--- config.mk ---
export PLATFORM = sky130hd
export DESIGN_NAME = mem_port_arbiter
export DESIGN_NICKNAME = d
export VERILOG_FILES = /design/src/rtl/mem_port_arbiter.sv
export SDC_FILE = /design/constraint.sdc
export NUM_CORES = 1
export LEC_CHECK = 0
export CAP_MARGIN = 40
export CORE_MARGIN = 10
export CORE_UTILIZATION = 45
export CTS_CLUSTER_DIAMETER = 150
export CTS_CLUSTER_SIZE = 25
export DETAILED_ROUTE_END_ITERATION = 10
export GPL_TIMING_DRIVEN = 0
export PLACE_DENSITY_LB_ADDON = 0.05
export SLEW_MARGIN = 40
export SYNTH_ARGS = -nofsm -noshare
export SYNTH_HDL_FRONTEND = slang
export SYNTH_SLANG_ARGS = --single-unit
--- constraint.sdc ---
create_clock -name clk -period 10.8 [get_ports clk]
set_input_delay 2.7 -clock clk [delete_from_list [all_inputs] [get_ports clk]]
set_output_delay 2.7 -clock clk [all_outputs]
set_load 0.1 [all_outputs]
--- src/rtl/mem_port_arbiter.sv ---
// Shared single-port memory sequencer for the IF and MEM pipeline stages.
// Grants one requester at a time from IDLE, holds the memory for WAIT_CYCLES
// cycles in ACCESS, then pulses the granted port's ack in RESP.
module mem_port_arbiter #(
  parameter int ADDR_W      = 32,
  parameter int DATA_W      = 32,
  parameter int WAIT_CYCLES = 2
) (
  input  logic              clk,
  input  logic              rst,
  input  logic              if_req,
  input  logic [ADDR_W-1:0] if_addr,
  output logic [DATA_W-1:0] if_rdata,
  output logic              if_ack,
  input  logic              mem_read,
  input  logic              mem_write,
  input  logic [ADDR_W-1:0] mem_addr,
  input  logic [DATA_W-1:0] mem_wdata,
  output logic [DATA_W-1:0] mem_rdata,
  output logic              mem_ack,
  output logic              ram_en,
  output logic              ram_we,
  output logic [ADDR_W-1:0] ram_addr,
  output logic [DATA_W-1:0] ram_wdata,
  input  logic [DATA_W-1:0] ram_rdata,
  output logic              stall,
  output logic              busy
);

  typedef enum logic [1:0] {IDLE, ACCESS, RESP} state_t;

  // Counter preload so that ACCESS spans exactly WAIT_CYCLES cycles.
  localparam logic [3:0] CNT_INIT = 4'(WAIT_CYCLES - 1);

  state_t     state;
  logic       last_grant;  // 1 = data side was granted last
  logic       port_q;      // 1 = access in flight belongs to the data side
  logic [3:0] cnt;
  logic       data_req;
  logic       grant_data;

  assign data_req = mem_read | mem_write;
  // Data wins when IF is idle, or on a tie when IF had the previous grant.
  assign grant_data = data_req & (~if_req | ~last_grant);

  // Stall holds the pipeline until each outstanding request sees its ack.
  assign stall = (data_req & ~mem_ack) | (if_req & ~if_ack);

  // Single FSM with all outputs registered; ram_we doubles as the write latch.
  always_ff @(posedge clk or posedge rst) begin
    if (rst) begin
      state      <= IDLE;
      last_grant <= 1'b0;
      port_q     <= 1'b0;
      cnt        <= '0;
      busy       <= 1'b0;
      ram_en     <= 1'b0;
      ram_we     <= 1'b0;
      ram_addr   <= '0;
      ram_wdata  <= '0;
      if_rdata   <= '0;
      mem_rdata  <= '0;
      if_ack     <= 1'b0;
      mem_ack    <= 1'b0;
    end else begin
      case (state)
        IDLE: begin
          if (if_req | data_req) begin
            state      <= ACCESS;
            busy       <= 1'b1;
            ram_en     <= 1'b1;
            cnt        <= CNT_INIT;
            port_q     <= grant_data;
            last_grant <= grant_data;
            if (grant_data) begin
              ram_addr  <= mem_addr;
              ram_we    <= mem_write;  // read+write together is a write
              ram_wdata <= mem_wdata;
            end else begin
              ram_addr <= if_addr;
              ram_we   <= 1'b0;
            end
          end
        end
        ACCESS: begin
          if (cnt == 4'd0) begin
            state  <= RESP;
            ram_en <= 1'b0;
            ram_we <= 1'b0;
            if (!ram_we) begin
              if (port_q) mem_rdata <= ram_rdata;
              else        if_rdata  <= ram_rdata;
            end
            if (port_q) mem_ack <= 1'b1;
            else        if_ack  <= 1'b1;
          end else begin
            cnt <= cnt - 4'd1;
          end
        end
        RESP: begin
          state   <= IDLE;
          busy    <= 1'b0;
          if_ack  <= 1'b0;
          mem_ack <= 1'b0;
        end
        default: state <= IDLE;
      endcase
    end
  end

endmodule

==> metrics.md, run 1 <==
| Metric | Value |
|---|---|
| Status | completed |
| Worst-skew pair later-pin latency | 0.41 ns |
| DP Area | 8270 µm² |
| Maxcap violations | 0 |
| PortBufs | 266 |
| Critical path class | input port to output pin |
| Cts bufs inserted | 17 |
| Clock Sinks | 140 |
| Hold_sp | ram_en |
| CTS max path bufs | 2 |
| Sequential share of the synthesized area | 58.2% |
| Crit-path leading delay family | buffers and inverters |
| R2R cell count | 7 |
| CTS Hold Bufs | 0 |
| Initial antenna violation count | 0 |
| Height of the die | 136 µm |
| Dominant cells by area after synthesis | dfrtp_1, mux2_2, mux2_4 |
| Critical Path Fanout Max | 4 |
| Postcts setup bufs | 0 |
| CP arrival | 3.96 ns |
| Hold Crit Depth | 1 |
| Row Count | 42 |
| Critical Path Slowest Stage Cell | clkdlybuf4s50_1 |
| Final Max Slew Viols | 0 |
| Drc violations | 0 |
| RSZ-0062 raised after global routing | no |
| Share of layout cells above drive strength 1 | 52.0% |
| Drt pass-1 iters | 4 |
| Die area | 18400 µm² |
| Clock transition at path regs | 0.06 ns |
| Via total after detailed routing | 4088 |
| Post-synth top area cell | dfrtp_1 |
| Routed wire length | 16.3 mm |
| GRT Util Overall | 17.8% |
| Syn_nets | 502 |
| Ys Warns | 0 |
| Grt ovf | 0 |
| Diode count | 0 |
| Post-synth EDFFs | 0 |
| Final setup violation count | 0 |
| Core area | 13200 µm² |
| Post-route cell area | 8830 µm² |
| Avg Synthesized Cell Area | 16.4 µm² |
| Crit end category | output pin |
| Initial Util | 45.7% |
| Main flop type after synthesis | dfrtp_1 |
| Worst R2R End | if_rdata[25] |
| DRT iter0 DRCs | 135 |
| Synth cell types | 32 |
| Post-Syn Instances | 367 |
| Post-synth ARST share | 100% |
| Layout Nets | 788 |
| Io pins | 267 |
| Worst-path cell chain | clkdlybuf4s50_1, inv_1, o22ai_1, buf_2 |
| DR WL/cell | 19.3 µm |
| Area delta synth->final | 46.6% |
| Worst hold path type | flop to flop |
| H-tree Lvls | 4 |
| Largest net degree at the start of global routing | 74 |
| DR vias/cell | 4.86 |
| Post-synth top area share | 58.2% |
| FMAX | 0.150 GHz |
| Post-route ant nets | 0 |
| Minimum clock period after layout | 6.66 ns |
| CTS tree | built |
| Register bit total from synthesis | 140 |
| Final hold viol count | 0 |
| GPL Wtd Cong | 0.737 |
| Required time of the critical path | 8.10 ns |
| Max transition margin | 55.0% |
| Reg2reg setup slack | 8.54 ns |
| TNS Setup | 0 ns |
| Post-CTS resize count | 0 |
| Vias in the first global route | 4534 |
| Critical path launch point type | input port |
| Mapped cell area | 6020 µm² |
| Root buf cell | clkbuf_16 |
| Die width | 136 µm |
| Dpl hpwl | 12.7 mm |
| Period utilization | 61.7% |
| CP bufs+invs | 3 |
| Worst-Margin Slew | 0.671 ns |
| RR Startpoint | cnt[0] |
| Worst Skew | 0.00777 ns |
| Hold Path Sink | ram_en |
| CP max stage delay | 0.53 ns |
| First-pass GRT wire length | 25.5 mm |
-- placed cells by master, fill, tap and decap left out, types with 2 or more instances in the layout --
cell and instances:
or4_1 3, clkinv_2 4, a21oi_1 2, clkbuf_8 5, inv_1 6, mux2_2 100
nand2_1 2, buf_6 2, clkinvlp_4 6, nor2_1 3, dfrtp_1 140, o21ai_0 8
mux2_4 60, buf_2 140, nand2b_1 4, clkdlybuf4s50_1 132, buf_12 6, clkbuf_1 5
ha_1 2, clkbuf_16 17
-- cell usage after synthesis, types with 2 or more instances --
master,n
o21ai_0,8
dfrtp_1,140
or4_1,3
a21oi_1,2
nand2b_1,4
mux2_4,60
mux2_2,100
nand2_1,2
buf_6,2
clkbuf_1,5
ha_1,2
buf_12,6
inv_1,7
nor2_1,3
buf_2,6
-- state kept, by name, summed over array words and instances, names as in the netlist --
register	cells
if_rdata	32
mem_rdata	32
ram_addr	32
ram_wdata	32
cnt	4
state	2
busy	1
if_ack	1
mem_ack	1
port_q	1
ram_en	1
ram_we	1
-- per-layer routing --
layer | wire [µm] | track usage (%) | part of all wire (%)
met1 | 6430 | 20.8 | 40
met2 | 7990 | 28.5 | 49
met3 | 1600 | 8.05 | 9.9
met4 | 245 | 6.22 | 1.5
met5 | 0 | 0 | 0
-- through the flow --
step           util (%)  hold slack, ns  cells  setup WS (ns)
2_1_floorplan         -           0.476    367           3.89
4_1_cts            66.9           0.480    842           4.13
6_report           66.9           0.476    842           4.14
5_1_grt            66.9           0.506    842           4.09
3_3_place_gp       67.5           0.470    809           2.50
3_5_place_dp       62.7           0.466    810           4.14
-- cell families after synthesis --
kind of cell	after synthesis	synth area share, %
fa+ha+maj	2	0.415
flops	140	58.2
simple gates	20	2.14
compound gates	18	1.85
buf+inv	26	3.61
mux	161	33.8
-- final cells by class --
cell class	instances	area (µm²)
Fill cell	978	4360
Sequential cell	140	3500
Multi-Input combinational cell	201	2300
Timing Repair Buffer	267	2020
Clock buffer	22	494
Tap cell	176	220
Buffer	19	191
Clock inverter	10	65.1
Inverter	7	33.8
-- how the worst max path moves through the flow --
stage / startpoint / endpoint / slack, ns / cells after the start
3_5_place_dp: if_req / stall / 4.14 / 4
2_1_floorplan: mem_write / stall / 3.89 / 2
4_1_cts: if_req / stall / 4.13 / 4
3_3_place_gp: rst / ram_addr[14] / 2.50 / 2
6_report: if_req / stall / 4.14 / 4
5_1_grt: if_req / stall / 4.09 / 4
Power of run 1 is left out: the tool's default activity adds up to more than one toggle a clock period on the data nets, which glitch-free logic cannot reach.
==> run 2, diff against run 1 <==
--- a/config.mk
+++ b/config.mk
@@ -7,7 +7,7 @@
 export LEC_CHECK = 0
 export CAP_MARGIN = 40
 export CORE_MARGIN = 10
-export CORE_UTILIZATION = 45
+export CORE_UTILIZATION = 42
 export CTS_CLUSTER_DIAMETER = 150
 export CTS_CLUSTER_SIZE = 25
 export DETAILED_ROUTE_END_ITERATION = 10
==> constraint.sdc (replaced) <==
create_clock -name clk -period 6.65 [get_ports clk]
set_input_delay 1.6625 -clock clk [delete_from_list [all_inputs] [get_ports clk]]
set_output_delay 1.6625 -clock clk [all_outputs]
set_load 0.1 [all_outputs]
==> metrics.md, run 2 (synthesis gave the netlist of run 1 again) <==
| Metric | Value |
|---|---|
| Final Max Slew Viols | 0 (unchanged) |
| First-pass GRT wire length | 26.4 mm (+3.6%) |
| GRT Util Overall | 17.1% (-0.74 points) |
| Row Count | 43 (+2.4%) |
| Post-CTS resize count | 0 (unchanged) |
| Postcts setup bufs | 0 (unchanged) |
| Die width | 140 µm (+3.0%) |
| Share of layout cells above drive strength 1 | 51.9% (-0.078 points) |
| Core area | 14000 µm² (+6.1%) |
| DP Area | 8300 µm² (+0.39%) |
| GPL Wtd Cong | 0.749 (+1.6%) |
| Critical path class | input port to output pin |
| Highest Signal Layer | met4 |
| Status | completed |
| Final setup violation count | 0 (unchanged) |
| Fin util | 64.0% (-3.0 points) |
| Met3 wire len | 1.51 mm (-6.2%) |
| Clock Sinks | 140 (unchanged) |
| Commonest cells after routing, fill and taps aside | buf_2, dfrtp_1, clkdlybuf4s50_1 |
| FMAX | 0.217 GHz |
| PortBufs | 266 (unchanged) |
| Layout Nets | 789 (+0.13%) |
| Fillers | 1108 (+13%) |
| Critical path launch point type | input port |
| CTS tree | built |
| Dpl hpwl | 13.1 mm (+3.3%) |
| Routed wire length | 16.5 mm (+1.8%) |
| DR WL/cell | 19.5 µm (+1.2%) |
| Worst hold path type | flop to flop |
| Io pins | 267 (unchanged) |
| Required time of the critical path | 4.99 ns (-3.11 ns) |
| Maxcap violations | 0 (unchanged) |
| Initial antenna violation count | 0 (unchanged) |
| Worst-skew pair later-pin latency | 0.41 ns (about the same) |
| Diode count | 0 (unchanged) |
| Height of the die | 140 µm (+3.0%) |
| Largest net degree at the start of global routing | 53 (-28%) |
| Post-Route M1 WL | 6.40 mm (-0.36%) |
| CP arrival | 2.94 ns (-1.02 ns) |
| DRT iter0 DRCs | 122 (-9.6%) |
| RSZ-0062 raised after global routing | no |
| Period utilization | 69.2% |
| Die area | 19500 µm² (+6.1%) |
| Initial Util | 43.1% (-2.6 points) |
| Cts bufs inserted | 17 (unchanged) |
| Critical Path Fanout Max | 4 (unchanged) |
| CTS max path bufs | 2 (unchanged) |
| Grt ovf | 0 (unchanged) |
| CTS Hold Bufs | 0 (unchanged) |
| Root buf cell | clkbuf_16 |
| Drc violations | 0 (unchanged) |
| H-tree Lvls | 4 (unchanged) |
| Via total after detailed routing | 4069 (-0.46%) |
| Vias in the first global route | 4664 (+2.9%) |
| Area delta synth->final | 48.6% |
| Final hold viol count | 0 (unchanged) |
| Post-route cell area | 8950 µm² (+1.3%) |
| Post-route ant nets | 0 (unchanged) |
| Crit end category | output pin |
| Max transition margin | 56.0% (+0.95 points) |
| Met2 wire length | 8.41 mm (+5.3%) |
| DR vias/cell | 4.80 (-1.1%) |
| Worst Skew | 0.00600 ns (-0.00178 ns) |
| Drt pass-1 iters | 4 (unchanged) |
| Worst-Margin Slew | 0.657 ns (-0.0142 ns) |
| Minimum clock period after layout | 4.60 ns |
| Clock transition at path regs | 0.06 ns (about the same) |
[run 2: cell count changes in the layout (fill, tap and decap cells not counted), sizes merged]
cell and change:
clkinv +2, buf +1, bufinv +4, clkinvlp -6
[run 2: path summary, 6_finish.rpt]
path	slack (ns)	cells after the start	startpoint	endpoint
worst max-delay path	2.05	4	if_req	stall
worst min-delay path	0.48	1	ram_en	ram_en
worst max register to register	4.39	7	cnt[0]	mem_rdata[11]
worst min register to register	0.48	1	ram_en	ram_en
max in group asynchronous	4.19	4	rst	mem_rdata[3]
min in group asynchronous	1.63	2	rst	mem_rdata[27]
[run 2: layout make-up]
class | instances | area (µm²) | share of cell area, %
timing repair buffer | 268 | 2050 | 22.9
inverter | 7 | 33.8 | 0.378
multi-input combinational | 201 | 2300 | 25.7
sequential | 140 | 3500 | 39.1
tap | 180 | 225 | 2.52
buffer | 19 | 191 | 2.14
clock buffer | 22 | 484 | 5.41
clock inverter | 10 | 161 | 1.80
[run 2: worst max-delay path, stage by stage]
cell             delay, ns
clkdlybuf4s50_1       0.52
inv_1                 0.07
o22ai_1               0.21
buf_2                 0.47
[run 2: routing by layer]
| metal | global-route usage, % | vias to the layer above |
|---|---|---|
| met1 | 19.0 | 2014 |
| met3 | 7.45 | 17 |
| li1 | - | 1882 |
| met4 | 5.54 | 0 |
| met5 | 0 | - |
| met2 | 28.7 | 156 |
[run 2: per-stage QoR]
| step | hold WS, ns | setup TNS, ns | worst slack (ns) | cells |
|---|---|---|---|---|
| 3_3_place_gp | 0.465 | -88.62 | -0.642 | 813 |
| 6_report | 0.480 | 0 | 2.05 | 847 |
| 2_1_floorplan | 0.476 | 0 | 1.23 | 367 |
| 4_1_cts | 0.482 | 0 | 2.05 | 847 |
| 5_1_grt | 0.501 | 0 | 1.97 | 847 |
| 3_5_place_dp | 0.467 | 0 | 2.05 | 815 |
Power of run 2 is left out for the same reason.
